<file path="config.mk">
export PLATFORM = sky130hd
export DESIGN_NAME = ysyx_22040750_muldiv_ctrl
export DESIGN_NICKNAME = d
export VERILOG_FILES = /design/src/rtl/ysyx_22040750_muldiv_ctrl_pkg.sv /design/src/rtl/ysyx_22040750_muldiv_step.sv /design/src/rtl/ysyx_22040750_muldiv_ctrl.sv
export SDC_FILE = /design/constraint.sdc
export NUM_CORES = 2
export LEC_CHECK = 0
export CAP_MARGIN = 10
export CORE_MARGIN = 2
export CORE_UTILIZATION = 46
export CTS_BUF_LIST = sky130_fd_sc_hd__clkbuf_8
export DETAILED_ROUTE_END_ITERATION = 7
export MAX_ROUTING_LAYER = met4
export SYNTH_ARGS = -nofsm -noshare
export SYNTH_HDL_FRONTEND = slang
export SYNTH_HIERARCHICAL = 1
export SYNTH_SLANG_ARGS = --single-unit
export TNS_END_PERCENT = 10
</file>
<file path="constraint.sdc">
create_clock -name I_sys_clk -period 9.3 [get_ports I_sys_clk]
set_clock_uncertainty 0.1 [all_clocks]
set_input_delay 0.93 -clock I_sys_clk [delete_from_list [all_inputs] [get_ports I_sys_clk]]
set_output_delay 0.93 -clock I_sys_clk [all_outputs]
set_load 0.005 [all_outputs]
</file>
<file path="src/rtl/ysyx_22040750_muldiv_ctrl_pkg.sv">
// ysyx_22040750_muldiv_ctrl_pkg: sequencer state encoding and I_op one-hot bit positions
package ysyx_22040750_muldiv_ctrl_pkg;
    typedef enum logic [2:0] {S_IDLE, S_PREP, S_CALC, S_FIX, S_DONE} state_t;
    localparam int MD_MUL  = 0;
    localparam int MD_DIV  = 1;
    localparam int MD_DIVU = 2;
    localparam int MD_REM  = 3;
    localparam int MD_REMU = 4;
endpackage

</file>
<file path="src/rtl/ysyx_22040750_muldiv_step.sv">
// ysyx_22040750_muldiv_step: one iteration of shift-add multiply or restoring divide
module ysyx_22040750_muldiv_step #(
    parameter int XLEN = 64
) (
    input  logic            mul,
    input  logic [XLEN-1:0] x,
    input  logic [XLEN-1:0] y,
    input  logic [XLEN-1:0] z,
    output logic [XLEN-1:0] x_n,
    output logic [XLEN-1:0] y_n,
    output logic [XLEN-1:0] z_n
);
    logic [XLEN:0] diff;
    logic          borrow;
    // x is accumulator/remainder, y is multiplier/quotient, z is multiplicand/divisor
    always_comb begin
        diff   = {x, y[XLEN-1]} - {1'b0, z};
        borrow = diff[XLEN];
        x_n    = mul ? (y[0] ? x + z : x) : (borrow ? {x[XLEN-2:0], y[XLEN-1]} : diff[XLEN-1:0]);
        y_n    = mul ? y >> 1 : {y[XLEN-2:0], ~borrow};
        z_n    = mul ? z << 1 : z;
    end
endmodule

</file>
<file path="src/rtl/ysyx_22040750_muldiv_ctrl.sv">
// ysyx_22040750_muldiv_ctrl: iterative mul/div unit with valid/ready handshake and flush
module ysyx_22040750_muldiv_ctrl
    import ysyx_22040750_muldiv_ctrl_pkg::*;
#(
    parameter int XLEN  = 64,
    parameter int CNT_W = 7
) (
    input  logic            I_sys_clk,
    input  logic            I_rst_n,
    input  logic            I_valid,
    output logic            O_ready,
    input  logic [4:0]      I_op,
    input  logic            I_word,
    input  logic [XLEN-1:0] I_src1,
    input  logic [XLEN-1:0] I_src2,
    input  logic            I_flush,
    output logic            O_out_valid,
    input  logic            I_out_ready,
    output logic [XLEN-1:0] O_result,
    output logic            O_busy
);
    localparam int H = XLEN / 2;
    localparam logic [XLEN-1:0] MIN_D = {1'b1, {(XLEN-1){1'b0}}};
    localparam logic [XLEN-1:0] MIN_W = {{(H+1){1'b1}}, {(H-1){1'b0}}};

    state_t          state, state_n;
    logic [4:0]      op;
    logic            word, neg_q, neg_r;
    logic [CNT_W-1:0] cnt;
    logic [XLEN-1:0] x, y, z, x_n, y_n, z_n;
    logic [XLEN-1:0] sa, sb, abs_a, abs_b, fast_res, q, r, sel;
    logic            is_mul, is_q, is_rem, is_signed, neg_a, neg_b, div0, ovf, fast;

    function automatic logic [XLEN-1:0] sext_w(input logic [H-1:0] v);
        return {{H{v[H-1]}}, v};
    endfunction

    assign is_mul      = op[MD_MUL];
    assign is_q        = op[MD_DIV] | op[MD_DIVU];
    assign is_rem      = op[MD_REM] | op[MD_REMU];
    assign is_signed   = op[MD_DIV] | op[MD_REM];
    assign O_ready     = state == S_IDLE;
    assign O_busy      = state != S_IDLE;
    assign O_out_valid = state == S_DONE;

    // Operand conditioning for PREP; y/z still hold the raw sources here
    always_comb begin
        sa       = word ? (is_signed ? sext_w(y[H-1:0]) : {{H{1'b0}}, y[H-1:0]}) : y;
        sb       = word ? (is_signed ? sext_w(z[H-1:0]) : {{H{1'b0}}, z[H-1:0]}) : z;
        neg_a    = is_signed & sa[XLEN-1];
        neg_b    = is_signed & sb[XLEN-1];
        abs_a    = neg_a ? -sa : sa;
        abs_b    = neg_b ? -sb : sb;
        div0     = sb == '0;
        ovf      = is_signed && sb == '1 && sa == (word ? MIN_W : MIN_D);
        fast     = !is_mul && (div0 || ovf);
        fast_res = div0 ? (is_q ? '1 : sa) : (is_rem ? '0 : sa);
        q        = neg_q ? -y : y;
        r        = neg_r ? -x : x;
        sel      = is_rem ? r : (is_q ? q : x);
    end

    always_comb begin
        state_n = state;
        if (I_flush)
            state_n = S_IDLE;
        else
            case (state)
                S_IDLE:  state_n = I_valid ? S_PREP : S_IDLE;
                S_PREP:  state_n = fast ? S_DONE : S_CALC;
                S_CALC:  state_n = cnt == CNT_W'(1) ? S_FIX : S_CALC;
                S_FIX:   state_n = S_DONE;
                S_DONE:  state_n = I_out_ready ? S_IDLE : S_DONE;
                default: state_n = S_IDLE;
            endcase
    end

    ysyx_22040750_muldiv_step #(.XLEN(XLEN)) u_step (
        .mul(is_mul),
        .x(x),
        .y(y),
        .z(z),
        .x_n(x_n),
        .y_n(y_n),
        .z_n(z_n)
    );

    always_ff @(posedge I_sys_clk) begin
        if (!I_rst_n) begin
            state    <= S_IDLE;
            op       <= '0;
            word     <= 1'b0;
            x        <= '0;
            y        <= '0;
            z        <= '0;
            cnt      <= '0;
            neg_q    <= 1'b0;
            neg_r    <= 1'b0;
            O_result <= '0;
        end else begin
            state <= state_n;
            case (state)
                S_IDLE: if (I_valid && !I_flush) begin
                    op   <= I_op;
                    word <= I_word;
                    x    <= '0;
                    y    <= I_src1;
                    z    <= I_src2;
                end
                // Word dividends sit in the upper half so 32 shifts bring them through
                S_PREP: begin
                    x     <= '0;
                    y     <= is_mul ? sb : (word ? abs_a << H : abs_a);
                    z     <= is_mul ? sa : abs_b;
                    neg_q <= neg_a ^ neg_b;
                    neg_r <= neg_a;
                    cnt   <= word ? CNT_W'(H) : CNT_W'(XLEN);
                    if (fast)
                        O_result <= word ? sext_w(fast_res[H-1:0]) : fast_res;
                end
                S_CALC: begin
                    x   <= x_n;
                    y   <= y_n;
                    z   <= z_n;
                    cnt <= cnt - 1'b1;
                end
                S_FIX: O_result <= word ? sext_w(sel[H-1:0]) : sel;
                default: ;
            endcase
        end
    end
endmodule

</file>
==> summary.txt <==
Global routing
  – Total track usage: 46.0%
  – Initial antenna violation count: 5
  – Vias in the first global route: 35.8k
  – GRT Residual Overflow: 0
  – First-pass GRT wire length: approximately 250,000 µm
  – Largest net degree at the start of global routing: about 190

Placement
  – IO buf count: 205
  – Placed Cells: 5,590
  – GPL Wtd Cong: 1.09
  – Pre-CTS WS: between 3 and 4 ns
  – Placed wire-length estimate: 127,000 µm

Drt
  – Remaining routing DRC violations: 0
  – Routed WL: 170,000 µm
  – Initial DRC Count: 6,227
  – Wire per inst: between 20 and 30 µm
  – Number of routed nets with antenna violations: 0
  – DRT Pass-1 Iters: 7
  – Routed vias/inst: 6.91
  – Via Count: 39.3k

Yosys
  – Synth area leader: dfxtp_1
  – Syn nets: 5,041
  – Share of flip-flops with an asynchronous set or reset: 0%
  – Ys Warns: 6
  – Largest cells by area after synthesis: dfxtp_1 17%, o21ai_0 8.4%, a21oi_1 7.5%
  – Post-Syn Area: 32,300 µm²
  – Area share of the largest cell type after synthesis: 17.0%
  – Seq/Total Area, Yosys: 17.0%
  – Mapped Cells: 4,767
  – Dominant synthesized flop cell: dfxtp_1
  – Most frequent cell after synthesis: o21ai_0
  – Post-synth cell types: 110
  – FF+latch count, synth: 274
  – Avg Inst Size Synth: 6.78 µm²
  – Top cells by count, synth: 542 x o21ai_0, 533 x nand2_1, 484 x a21oi_1, 403 x nor2_1, 365 x clkbuf_1
  – Post-synth EDFFs: 0

Critical path
  – Max incr delay on CP: between 0.7 and 0.8 ns
  – Crit path cell chain: inv_1, ha_1, fa_1, nand2b_1, a21oi_2, a2111oi_4, o21ai_2, o21ai_2, a2111oi_2, o21a_1, nor2_1, o211ai_4, buf_4, buf_4, a211oi_1, a211oi_1, a21oi_1, a22oi_1, nor2_1
  – Required time of the critical path: 9.80 ns
  – CP max FO: 78
  – Slowest CP cell: buf_4
  – Worst setup SP type: flip-flop
  – Setup CP Type: reg2reg
  – Worst EP arrival: roughly 6.3 ns
  – Critical path endpoint category: flip-flop

Floorplan
  – DIE AREA: 72,400 µm²
  – Die extent in y: 269 µm
  – Die X: 269 µm
  – Site row count: 97
  – I/O pin count: 206
  – Initial core utilization: 46.3%
  – Core area: 69,800 µm²

Timing
  – Setup TNS Final: 0 ns
  – Final hold slack: 0.365 ns
  – Final Hold Viols: 0
  – Fmax: 173 MHz
  – Fin. max-slew vios: 0
  – Final worst-path cycle share: 62.1%
  – # setup viols final: 0
  – Worst Max-Slew Pin Slew: 1.27 ns
  – RSZ-0062 raised after global routing: no
  – Worst setup margin: 3.53 ns
  – Slew margin rel.: 14.8%
  – Final min period: 5.77 ns

CTS
  – Number of cells upsized or downsized after cts: 0
  – Post-CTS Setup Repair Bufs: 0
  – Root buf cell: clkbuf_8
  – Htree depth: 2
  – Total CTS buffers: 56
  – Worst-path clk slew: 0.06 ns
  – Hold buffers post-CTS: 0
  – Clock latency at the later pin of the worst-skew pair: 0.75 ns
  – CTS tree: yes
  – Bufs on Longest Clock Path: 3
  – Clock sink count: 274

Run
  – Max Cap Violations: 0

Final layout
  – Final #Nets: about 5.0k
  – Layout cells sized above 1: 7.38%
  – Number of fill cells in the layout: 7,239
  – Finished Layout Cells: between 5k and 6k
  – Area delta synth->final: 11.1%

Pwr
  – Total power: 4.39 mW
  – Pleak: roughly 13 nW
  – PD cells: approximately 120 nW/µm²
  – Peak supply drop: 0.000115 V

Outcome
  – Outcome: complete, no violations

Min path
  – Min-Delay Path Class: reg2reg
==> worst max-delay path, delay by kind of cell, from the launching register on <==
kind                       cells  cell delay, ns
DFF                            1            0.56
adders and majority gates      2            0.66
AOI/OAI and AO/OA             11            2.57
and+or+nand+nor                3            0.38
buffers and inverters          3            1.24
==> state kept, by name, indices dropped and copies added (netlist names) <==
signal and cells:
y 64, neg_q 1, x 64, state 3
op 5, z 64, O_result 64, cnt 7
neg_r 1, word 1
==> worst paths after layout <==
path | slack, ns | endpoint | cells past startpoint | from
worst min register to register | 0.37 | O_result[45] | 2 | O_result[45]
worst max register to register | 3.53 | x[3] | 19 | y[63]
worst min-delay path | 0.37 | O_result[45] | 2 | O_result[45]
worst max-delay path | 3.53 | x[3] | 19 | y[63]
==> where the power goes <==
| part | switching, mW | internal, mW | leakage (nW) |
|---|---|---|---|
| Combinational | 1.08 | 0.527 | 10.6 |
| Clock | 0.657 | 0.720 | 0.644 |
| Sequential | 0.181 | 1.23 | 2.24 |
| Total | 1.91 | 2.48 | 13.5 |
==> cell families (layout without fill, tap and decap cells) <==
group	after synthesis	after routing	share of synthesized area, %
other	0	8	0
DFF	274	274	17.0
AOI/OAI and AO/OA	1891	1891	37.4
and+or+nand+nor	1484	1484	21.5
buffers and inverters	579	556	7.13
adders and majority gates	135	135	5.27
muxes	131	131	4.31
xor gates and xnor gates	273	273	7.39
==> layout by cell type (no fill, tap or decap), types with 52 or more instances in the layout <==
master,Yosys,layout
clkdlybuf4s50_1,0,204
a21o_1,74,74
mux2i_1,64,64
a22oi_1,82,82
inv_1,138,153
nor3_1,92,92
o211ai_1,52,52
a211oi_1,110,110
clkbuf_8,0,69
a21oi_1,484,482
nand4_1,77,77
nor2_1,403,400
xnor2_1,169,169
buf_4,6,111
ha_1,133,133
a31oi_1,93,93
o31ai_1,65,65
xor2_1,104,104
mux2_2,67,67
nand2_1,533,531
dfxtp_1,274,270
nand3_1,76,75
o21ai_0,542,542
nor4_1,61,60
==> metrics by stage <==
stage	util, %	cell area (µm²)
6_report	51.5	35900
5_1_grt	51.5	35900
4_1_cts	51.5	35900
3_5_place_dp	49.9	34800
3_3_place_gp	49.9	34800
2_1_floorplan	-	32300
==> routing by layer <==
layer / vias up / share of wire (%) / global-route usage [%]
li1: 17540 / - / -
met1: 18501 / 41 / 61.4
met2: 2797 / 39 / 61.5
met3: 509 / 15 / 15.4
met4: 0 / 5.7 / 21.8
met5: - / 0 / -
==> final cells by class <==
cell class                      instances  area, µm²  share of cell area, %
Antenna cell                            8       20.0                 0.0557
Clock buffer                           69        950                   2.64
Clock inverter                         25        179                  0.498
Inverter                              144        546                   1.52
Multi-Input combinational cell       3914      24600                   68.5
Sequential cell                       274       5500                   15.3
Tap cell                              940       1180                   3.27
Timing Repair Buffer                  318       2940                   8.17
(Power assumes the default switching activity.)
